--- src/rtl/alu_seq_ctrl.sv ---
// Multi-cycle ALU sequencer: one shared adder, iterative shift-add multiply, valid/ready handshakes.
// Optional build macro ALU_SEQ_MULT_EARLY_EXIT_EN ends a multiply once the remaining multiplier is zero.
module alu_seq_ctrl #(
  parameter int REG_BITS = 32,
  parameter int CNT_BITS = 6
) (
  input  logic                clk,
  input  logic                reset_n,
  input  logic                req_valid,
  output logic                req_ready,
  input  logic                alu_op,
  input  logic                alu_src,
  input  logic [2:0]          opcode2,
  input  logic [REG_BITS-1:0] operand1,
  input  logic [REG_BITS-1:0] operand2,
  output logic                resp_valid,
  input  logic                resp_ready,
  output logic [REG_BITS-1:0] result,
  output logic                busy
);

  typedef enum logic [1:0] {
    ST_IDLE = 2'd0,
    ST_EXEC = 2'd1,
    ST_MULT = 2'd2,
    ST_DONE = 2'd3
  } state_t;

  localparam logic [2:0] OPC_ADD  = 3'b000;
  localparam logic [2:0] OPC_SUB  = 3'b001;
  localparam logic [2:0] OPC_NEG  = 3'b010;
  localparam logic [2:0] OPC_MULT = 3'b011;
  localparam logic [2:0] OPC_AND  = 3'b100;
  localparam logic [2:0] OPC_OR   = 3'b101;
  localparam logic [2:0] OPC_XOR  = 3'b110;
  localparam logic [2:0] OPC_NOT  = 3'b111;
  localparam logic [2:0] CMP_EQ   = 3'b000;
  localparam logic [2:0] CMP_GT   = 3'b001;
  localparam logic [2:0] CMP_LEQ  = 3'b010;

  localparam logic [REG_BITS-1:0] ZERO_W   = {REG_BITS{1'b0}};
  localparam logic [CNT_BITS-1:0] CNT_ZERO = {CNT_BITS{1'b0}};
  localparam logic [CNT_BITS-1:0] CNT_ONE  = {{(CNT_BITS-1){1'b0}}, 1'b1};
  localparam logic [CNT_BITS-1:0] CNT_LAST = CNT_BITS'(REG_BITS - 1);

  function automatic logic [REG_BITS-1:0] zext1(input logic b);
    return {{(REG_BITS-1){1'b0}}, b};
  endfunction

  state_t                state_r;
  state_t                state_next_s;
  logic                  op_r;
  logic                  src_r;
  logic [2:0]            opc_r;
  // op1_r doubles as the multiplicand and op2_r as the multiplier during MULT
  logic [REG_BITS-1:0]   op1_r;
  logic [REG_BITS-1:0]   op2_r;
  logic [REG_BITS-1:0]   acc_r;
  logic [CNT_BITS-1:0]   cnt_r;
  logic [REG_BITS-1:0]   result_r;
  logic                  resp_valid_r;
  logic                  req_ready_r;
  logic                  busy_r;

  logic                  accept_s;
  logic                  is_mult_s;
  logic                  mult_last_s;
  logic [REG_BITS-1:0]   add_a_s;
  logic [REG_BITS-1:0]   add_b_s;
  logic                  add_cin_s;
  logic [REG_BITS-1:0]   sum_s;
  logic [REG_BITS-1:0]   sel_s;
  logic [REG_BITS-1:0]   exec_res_s;
  logic [REG_BITS-1:0]   acc_next_s;
  logic [REG_BITS-1:0]   mplier_next_s;

  assign accept_s      = req_valid && (state_r == ST_IDLE);
  assign is_mult_s     = (alu_op == 1'b0) && (opcode2 == OPC_MULT);
  assign sel_s         = src_r ? op2_r : op1_r;
  assign sum_s         = add_a_s + add_b_s + zext1(add_cin_s);
  assign acc_next_s    = op2_r[0] ? sum_s : acc_r;
  assign mplier_next_s = {1'b0, op2_r[REG_BITS-1:1]};

`ifdef ALU_SEQ_MULT_EARLY_EXIT_EN
  assign mult_last_s = (cnt_r == CNT_LAST) || (mplier_next_s == ZERO_W);
`else
  assign mult_last_s = (cnt_r == CNT_LAST);
`endif

  assign req_ready  = req_ready_r;
  assign busy       = busy_r;
  assign resp_valid = resp_valid_r;
  assign result     = result_r;

  // Shared adder operand steering: comparator computes op2 - op1, sub computes op1 - op2
  always_comb begin
    add_a_s   = op1_r;
    add_b_s   = op2_r;
    add_cin_s = 1'b0;
    if (state_r == ST_MULT) begin
      add_a_s = acc_r;
      add_b_s = op1_r;
    end else if (op_r) begin
      add_a_s   = op2_r;
      add_b_s   = ~op1_r;
      add_cin_s = 1'b1;
    end else if (opc_r == OPC_SUB) begin
      add_b_s   = ~op2_r;
      add_cin_s = 1'b1;
    end else begin
      add_a_s   = op1_r;
      add_b_s   = op2_r;
      add_cin_s = 1'b0;
    end
  end

  // Single-cycle result selection for the EXEC state
  always_comb begin
    exec_res_s = ZERO_W;
    if (op_r) begin
      case (opc_r)
        CMP_EQ:  exec_res_s = zext1(op1_r == op2_r);
        CMP_GT:  exec_res_s = zext1(sum_s[REG_BITS-1]);
        CMP_LEQ: exec_res_s = zext1(~sum_s[REG_BITS-1]);
        default: exec_res_s = ZERO_W;
      endcase
    end else begin
      case (opc_r)
        OPC_ADD:  exec_res_s = sum_s;
        OPC_SUB:  exec_res_s = sum_s;
        OPC_NEG:  exec_res_s = ~sel_s;
        OPC_MULT: exec_res_s = ZERO_W;
        OPC_AND:  exec_res_s = op1_r & op2_r;
        OPC_OR:   exec_res_s = op1_r | op2_r;
        OPC_XOR:  exec_res_s = op1_r ^ op2_r;
        OPC_NOT:  exec_res_s = zext1(sel_s == ZERO_W);
        default:  exec_res_s = ZERO_W;
      endcase
    end
  end

  // Next-state logic
  always_comb begin
    state_next_s = state_r;
    case (state_r)
      ST_IDLE: begin
        if (accept_s) begin
          state_next_s = is_mult_s ? ST_MULT : ST_EXEC;
        end else begin
          state_next_s = ST_IDLE;
        end
      end
      ST_EXEC: state_next_s = ST_DONE;
      ST_MULT: begin
        if (mult_last_s) begin
          state_next_s = ST_DONE;
        end else begin
          state_next_s = ST_MULT;
        end
      end
      ST_DONE: begin
        if (resp_ready) begin
          state_next_s = ST_IDLE;
        end else begin
          state_next_s = ST_DONE;
        end
      end
      default: state_next_s = ST_IDLE;
    endcase
  end

  // State register
  always_ff @(posedge clk) begin
    if (!reset_n) begin
      state_r <= ST_IDLE;
    end else begin
      state_r <= state_next_s;
    end
  end

  // Datapath registers, handshake outputs and the multiply loop
  always_ff @(posedge clk) begin
    if (!reset_n) begin
      op_r         <= 1'b0;
      src_r        <= 1'b0;
      opc_r        <= 3'b000;
      op1_r        <= ZERO_W;
      op2_r        <= ZERO_W;
      acc_r        <= ZERO_W;
      cnt_r        <= CNT_ZERO;
      result_r     <= ZERO_W;
      resp_valid_r <= 1'b0;
      req_ready_r  <= 1'b1;
      busy_r       <= 1'b0;
    end else begin
      req_ready_r <= (state_next_s == ST_IDLE);
      busy_r      <= (state_next_s != ST_IDLE);
      case (state_r)
        ST_IDLE: begin
          if (accept_s) begin
            op_r  <= alu_op;
            src_r <= alu_src;
            opc_r <= opcode2;
            op1_r <= operand1;
            op2_r <= operand2;
            acc_r <= ZERO_W;
            cnt_r <= CNT_ZERO;
          end
        end
        ST_EXEC: begin
          result_r     <= exec_res_s;
          resp_valid_r <= 1'b1;
        end
        ST_MULT: begin
          acc_r <= acc_next_s;
          op1_r <= {op1_r[REG_BITS-2:0], 1'b0};
          op2_r <= mplier_next_s;
          cnt_r <= cnt_r + CNT_ONE;
          if (mult_last_s) begin
            result_r     <= acc_next_s;
            resp_valid_r <= 1'b1;
          end
        end
        ST_DONE: begin
          if (resp_ready) begin
            resp_valid_r <= 1'b0;
          end
        end
        default: begin
          resp_valid_r <= 1'b0;
        end
      endcase
    end
  end

endmodule

--- config.mk ---
export PLATFORM = sky130hd
export DESIGN_NAME = alu_seq_ctrl
export DESIGN_NICKNAME = d
export VERILOG_FILES = /design/src/rtl/alu_seq_ctrl.sv
export SDC_FILE = /design/constraint.sdc
export NUM_CORES = 1
export LEC_CHECK = 0
export ABC_AREA = 1
export BUFFER_PORTS_ARGS = -buffer_cell sky130_fd_sc_hd__buf_2
export CORE_MARGIN = 5
export CORE_UTILIZATION = 49
export CTS_CLUSTER_DIAMETER = 40
export DETAILED_ROUTE_END_ITERATION = 10
export GPL_ROUTABILITY_DRIVEN = 0
export PLACE_DENSITY = 0.68
export REMOVE_ABC_BUFFERS = 1
export SYNTH_ARGS = -nofsm -noshare
export SYNTH_HDL_FRONTEND = slang
export SYNTH_SLANG_ARGS = --single-unit
--- constraint.sdc ---
create_clock -name clk -period 3.21 [get_ports clk]
set_clock_uncertainty 0.1 [all_clocks]
set_input_delay 0 -clock clk [delete_from_list [all_inputs] [get_ports clk]]
set_output_delay 0 -clock clk [all_outputs]
set_load 0.005 [all_outputs]
==> results of run 1 <==
[cells by family after synthesis]
kind of cell | synth area share
compound gates | 0.250
buf+inv | 0.114
flops | 0.239
simple gates | 0.286
xor+xnor | 0.00873
fa+ha+maj | 0.102
[registers in the layout, indices dropped and copies added, names as in the netlist]
name / cells
cnt_r: 6
busy: 1
resp_valid: 1
req_ready: 1
opc_r: 3
op2_r: 32
acc_r: 32
result: 32
src_r: 1
op1_r: 32
state_r: 2
op_r: 1
[area by class of cell]
cell class	instances	area share
Clock inverter	15	0.00927
Inverter	242	0.0565
Tap cell	324	0.0250
Sequential cell	144	0.178
Multi-Input combinational cell	1468	0.525
Timing Repair Buffer	359	0.180
Clock buffer	17	0.0263
[power groups by stage]
stage,Combinational (mW),Sequential [mW],Clock [mW]
4_1_cts,4.81,2.17,2.04
3_5_place_dp,4.66,2.20,0
2_1_floorplan,2.80,2.20,0
6_report,5.84,2.18,2.04
5_1_grt,6.32,2.21,2.13
3_3_place_gp,4.61,2.20,0
[worst paths after layout]
path              from         end  slack [ns]  cells past startpoint
max           opc_r[0]  result[25]        0.06                     23
min          req_valid    cnt_r[5]        0.05                      4
max reg2reg   opc_r[0]  result[25]        0.06                     23
min reg2reg  acc_r[17]   acc_r[17]        0.37                      2
[stage by stage]
stage                     hold slack, ns  instance area [µm²]  setup TNS [ns]   util
after floorplan                   0.0258                11600         -229.54      -
after global placement             0.158                13800         -0.0683  0.569
after CTS                         0.0532                15200         -0.0125  0.625
final                             0.0545                16200               0  0.668
after global routing               0.107                16200           -1.98  0.668
after detailed placement           0.159                13800          -0.450  0.569
[Yosys cell counts, types with 2 or more instances]
cell type | instances | area [µm²]
buf_2 | 35 | 175
buf_1 | 17 | 63.8
inv_1 | 235 | 882
o221ai_1 | 34 | 298
dfxtp_1 | 144 | 2880
buf_4 | 2 | 15.0
o21ai_1 | 2 | 10.0
or2_2 | 3 | 18.8
fa_1 | 2 | 40.0
a221oi_1 | 7 | 61.3
nor2_1 | 115 | 432
o21ai_0 | 176 | 881
a21oi_1 | 162 | 811
ha_1 | 95 | 1190
o2111ai_1 | 6 | 52.6
nor4_1 | 8 | 50.1
clkbuf_1 | 54 | 203
nand3_1 | 108 | 541
nand2_1 | 572 | 2150
nor2_4 | 2 | 22.5
o211ai_1 | 19 | 143
clkbuf_2 | 2 | 10.0
inv_2 | 6 | 22.5
a41oi_1 | 3 | 26.3
nand4_1 | 13 | 81.3
o21bai_1 | 16 | 120
a31oi_1 | 57 | 357
a22oi_1 | 23 | 173
xnor2_1 | 11 | 96.3
a211oi_1 | 5 | 37.5
nand3b_1 | 3 | 22.5
nand2_2 | 3 | 18.8
nor3_1 | 12 | 60.1
[timing repair]
action                                  in CTS  in global routing
pin swaps                                    1                 66
endpoints found under the setup margin      16                 55
gates resized for setup                     11                236
cloned                                       0                  3
buffers inserted                             0                 20
endpoints found under the hold margin       72                  0
hold buffers                                73                  0
[critical path: cells and delay by family, from the launching register on]
kind	cells	cell delay, ns
buffers and inverters	6	0.65
AOI/OAI and AO/OA	4	0.40
and+or+nand+nor	12	1.17
DFF	1	0.33
adders and majority gates	1	0.38
[per-layer routing]
layer  track usage  routed length, µm
met2         0.484              20800
met5             0                  0
met4         0.105               1490
met1         0.407              19300
met3        0.0566               4220
==> results.toml, run 1 <==
[status]
outcome = "complete, no violations"

[clock_network]
cts_buffers = 17
clk_latency_ns = 0.45
path_clk_slew_ns = 0.07
htree_num_levels = 4
cts_sinks = 144
clockBufferDepth = 2
cts_root_buf = "clkbuf_16"
cts_tree = "built"

[worst_setup_path]
worstSetupEndpointType = "flop"
crit_fanout = 16
crit_type = "flop to flop"
cp-start-kind = "flop"
path_cells = "inv_2, nor2_4, nand2_4, buf_12, buf_12, a21oi_1, o21ai_0, o21ai_0, o21ai_1, ha_1, nand2_2, buf_4, nor2_2, buf_4, nand2_1, nor2_2, nand2_2, nand4_1, nand3_1, nand2_1, nand3_1, nand2_1, inv_1"
cpMaxStageDelayCell = "ha_1"
slowest_delay_ns = 0.38
required_ns = 3.46
cp_common_cell = "nand2_1"
worst_ep_arrival_time_ns = 3.40

[floorplan]
initial_utilization = 0.497
die_y_um = 167
dieArea_mm2 = 0.0278
core-area_mm2 = 0.0242
fp.dieW_um = 167
rows = 57
io_pins = 108

[sta]
fin_ws_ns = 0.0568
max_freq_mhz = 317
maxSlewViolCount = 0
slew_headroom = 0.471
tightest_slew_ns = 0.786
finalCritPeriodShare = 0.982
finalSetupViolations = 0
rsz0062_at_grt = "true"
fin_crit_ns = 3.15
hold_violations = 0

[grt]
grt_start_max_net_pins = 77
grt_usage = 0.301
grt_pass1_vias = 13600
grt.overflow.total = 0
antenna_found_initial = 0
grt_first_pass_wirelength_mm = 69.7

[detailed_routing]
drt-total-wl_mm = 45.8
drt_iter0_drc = 1820
ant_nets = 0
num_vias = 14800
drt_pass1_iterations = 7
wl_per_cell_um = 17.8
vias_per_cell = 5.77
remaining_drc_errors = 0

[cells_and_area]
multi_input_area_mm2 = 0.00850
drive_gt1_frac = 0.226
areaGrowthSynthToFinish_pct = 34.5
antennaDiodeCount = 0
seqCellArea_mm2 = 0.00289
final_cell_mix = "nand2_1, inv_1, buf_4"
final_common_cell = "nand2_1"
fill_cells = 2146
nNetsFinal = 2402
finalNonFillerCells = 2569

[placed_design]
place_ws_ns = -0.0861
dpl.cell_count = 2441
dpl.hpwl_mm = 29.9
numPortBuffers = 107

[power_and_ir_drop]
p_seq_frac = 0.217
p_int_mw = 5.50
p_sw_mw = 4.56
p_comb_frac = 0.580
p_clk_frac = 0.203
vdd_drop_max_mv = 0.385
p_leak_nw = 7.50
powerDensity_mw_per_mm2 = 622
p_sw_frac = 0.453
fin_total_pwr_mw = 10.1

[synth]
ys_warn_count = 0
synth_area_mm2 = 0.0120
synth-seq-cells = 144
async_flop_share = 0
synthFlopType = "dfxtp_1"
seq_area_frac_synth = 0.239
synth-edff-count = 0
synth.avg_cell_area_um2 = 6.13
synth_cells = 1964
synth.distinct_cells = 45

[run]
drv_cap = 0

[worst_hold_path]
min_path_type = "input pin to flop"
Power figures use the tool's default switching activity.
==> inputs of run 2 (changes only) <==
--- a/config.mk
+++ b/config.mk
@@ -9,6 +9,7 @@
 export BUFFER_PORTS_ARGS = -buffer_cell sky130_fd_sc_hd__buf_2
 export CORE_MARGIN = 5
 export CORE_UTILIZATION = 49
+export CTS_BUF_LIST = sky130_fd_sc_hd__clkbuf_8
 export CTS_CLUSTER_DIAMETER = 40
 export DETAILED_ROUTE_END_ITERATION = 10
 export GPL_ROUTABILITY_DRIVEN = 0
==> run 2 against run 1 <==
Against the previous run:
- the flow now finishes with violations (setup timing)
- first-iteration DRC count down 10%
- design area about the same
- via count up 0.22%
- register-to-register slack worse by 0.06 ns
- sequential share of layout area about the same
- worst setup slack worse by 0.062 ns
- worst hold slack worse by 0.012 ns
- clock power down 25%
- critical endpoint is now result[27]
==> results.toml, run 2 (same netlist as run 1, synthesis figures left out) <==
[status]
outcome = "complete, but fails checks"
violations = "setup timing"

[floorplan]
dieArea_mm2 = 0.0278
fp.dieW_um = 167
die_y_um = 167
initial_utilization = 0.497
io_pins = 108
core-area_mm2 = 0.0242
rows = 57

[clock_network]
htree_num_levels = 4
path_clk_slew_ns = 0.10
clk_latency_ns = 0.49
clockBufferDepth = 2
cts_root_buf = "clkbuf_8"
cts_tree = "built"
cts_buffers = 17
cts_sinks = 144

[power_and_ir_drop]
vdd_drop_max_mv = 0.360
p_leak_nw = 7.49
powerDensity_mw_per_mm2 = 598
fin_total_pwr_mw = 9.69

[sta]
maxSlewViolCount = 0
tightest_slew_ns = 0.848
fin_crit_ns = 3.22
rsz0062_at_grt = "true"
fin_ws_ns = -0.00529
holdWs_ns = 0.0425
finalCritPeriodShare = 1.00
finalSetupViolations = 1
hold_violations = 0
max_freq_mhz = 311
slew_headroom = 0.430

[placed_design]
numPortBuffers = 107
place_area_mm2 = 0.0138
dpl.cell_count = 2441
dpl.hpwl_mm = 29.9

[run]
drv_cap = 0

[grt]
grt_pass1_vias = 13500
antenna_found_initial = 0
grt_start_max_net_pins = 77
grt_usage = 0.299
grt.overflow.total = 0
grt_first_pass_wirelength_mm = 69.2

[cells_and_area]
final_common_cell = "nand2_1"
nNetsFinal = 2408
final_util = 0.668
final_cell_mix = "nand2_1, inv_1, buf_4"
drive_gt1_frac = 0.231
finalNonFillerCells = 2575
areaGrowthSynthToFinish_pct = 34.4
antennaDiodeCount = 0
finalInstanceArea_mm2 = 0.0162

[worst_setup_path]
required_ns = 3.51
cp-start-kind = "flop"
crit_fanout = 16
crit_type = "flop to flop"
worst_ep_arrival_time_ns = 3.51
worstSetupEndpointType = "flop"
r2r-start = "opc_r[0]"
crit_path_start = "opc_r[0]"

[worst_hold_path]
hp-start = "reset_n"
min_path_type = "input pin to flop"

[detailed_routing]
ant_nets = 0
vias_per_cell = 5.77
remaining_drc_errors = 0
drt_pass1_iterations = 7
num_vias = 14900
wl_per_cell_um = 17.9
drt-total-wl_mm = 46.0
drt_iter0_drc = 1636
## run 2: changes by cell type in the layout (fill, tap and decap cells not counted), sizes merged
| cell | previous run | this run |
|---|---|---|
| dlygate4sd3 | 73 | 74 |
| buf | 283 | 286 |
| clkbuf | 20 | 22 |
## run 2: area by class of cell
cell class	count	area, µm²
timing repair buffer	365	2970
sequential	144	2890
multi-input combinational	1468	8620
clock inverter	15	150
inverter	242	915
fill	2164	8060
clock buffer	17	234
tap	324	405
## run 2: power breakdown
group | internal (mW) | leakage, nW | total [mW] | switching (mW)
Combinational | 2.52 | 6.12 | 5.98 | 3.46
Sequential | 1.97 | 1.18 | 2.18 | 0.211
Clock | 0.636 | 0.188 | 1.52 | 0.885
Total | 5.13 | 7.49 | 9.69 | 4.56
## run 2: worst paths after layout
path	end	slack [ns]	cells past startpoint
max reg2reg	result[27]	-0.005	23
min reg2reg	acc_r[17]	0.37	2
max	result[27]	-0.005	23
min	op1_r[14]	0.04	3
## run 2: worst max-delay path: stages, from the launching register on
cell and delay [ns]:
dfxtp_2 0.34, inv_2 0.05, nor2_4 0.10, nand2_4 0.08, buf_12 0.15, buf_12 0.15
o21ai_0 0.18, o21ai_0 0.12, o21ai_1 0.23, ha_4 0.26, nand2_2 0.10, inv_1 0.05
nand2_1 0.08, nand2_1 0.10, nand2_1 0.12, nand3_1 0.13, a21oi_2 0.25, nand2_1 0.08
nand2_1 0.08, nand3_1 0.06, nand2_1 0.10, nand3_1 0.08, nand2_1 0.07, inv_1 0.03
## run 2: repair_timing
action                                  in CTS  in global routing
pin swaps                                    1                 88
resized for setup                           11                264
gates cloned                                 0                  6
hold buffers                                74                  0
endpoints found under the hold margin       74                  0
endpoints found under the setup margin      16                 55
buffers inserted                             0                 22
## run 2: layer usage
layer / GRT usage / share of wire
met3: 0.0564 / 0.096
met4: 0.110 / 0.038
met1: 0.403 / 0.42
met2: 0.477 / 0.45
met5: 0 / 0
## run 2: through the flow
step | TNS (ns) | worst slack, ns
2_1_floorplan | -229.54 | -1.86
4_1_cts | -0.0160 | -0.0149
3_5_place_dp | -0.450 | -0.0861
5_1_grt | -3.35 | -0.223
3_3_place_gp | -0.0683 | -0.0411
6_report | -0.00529 | -0.00529
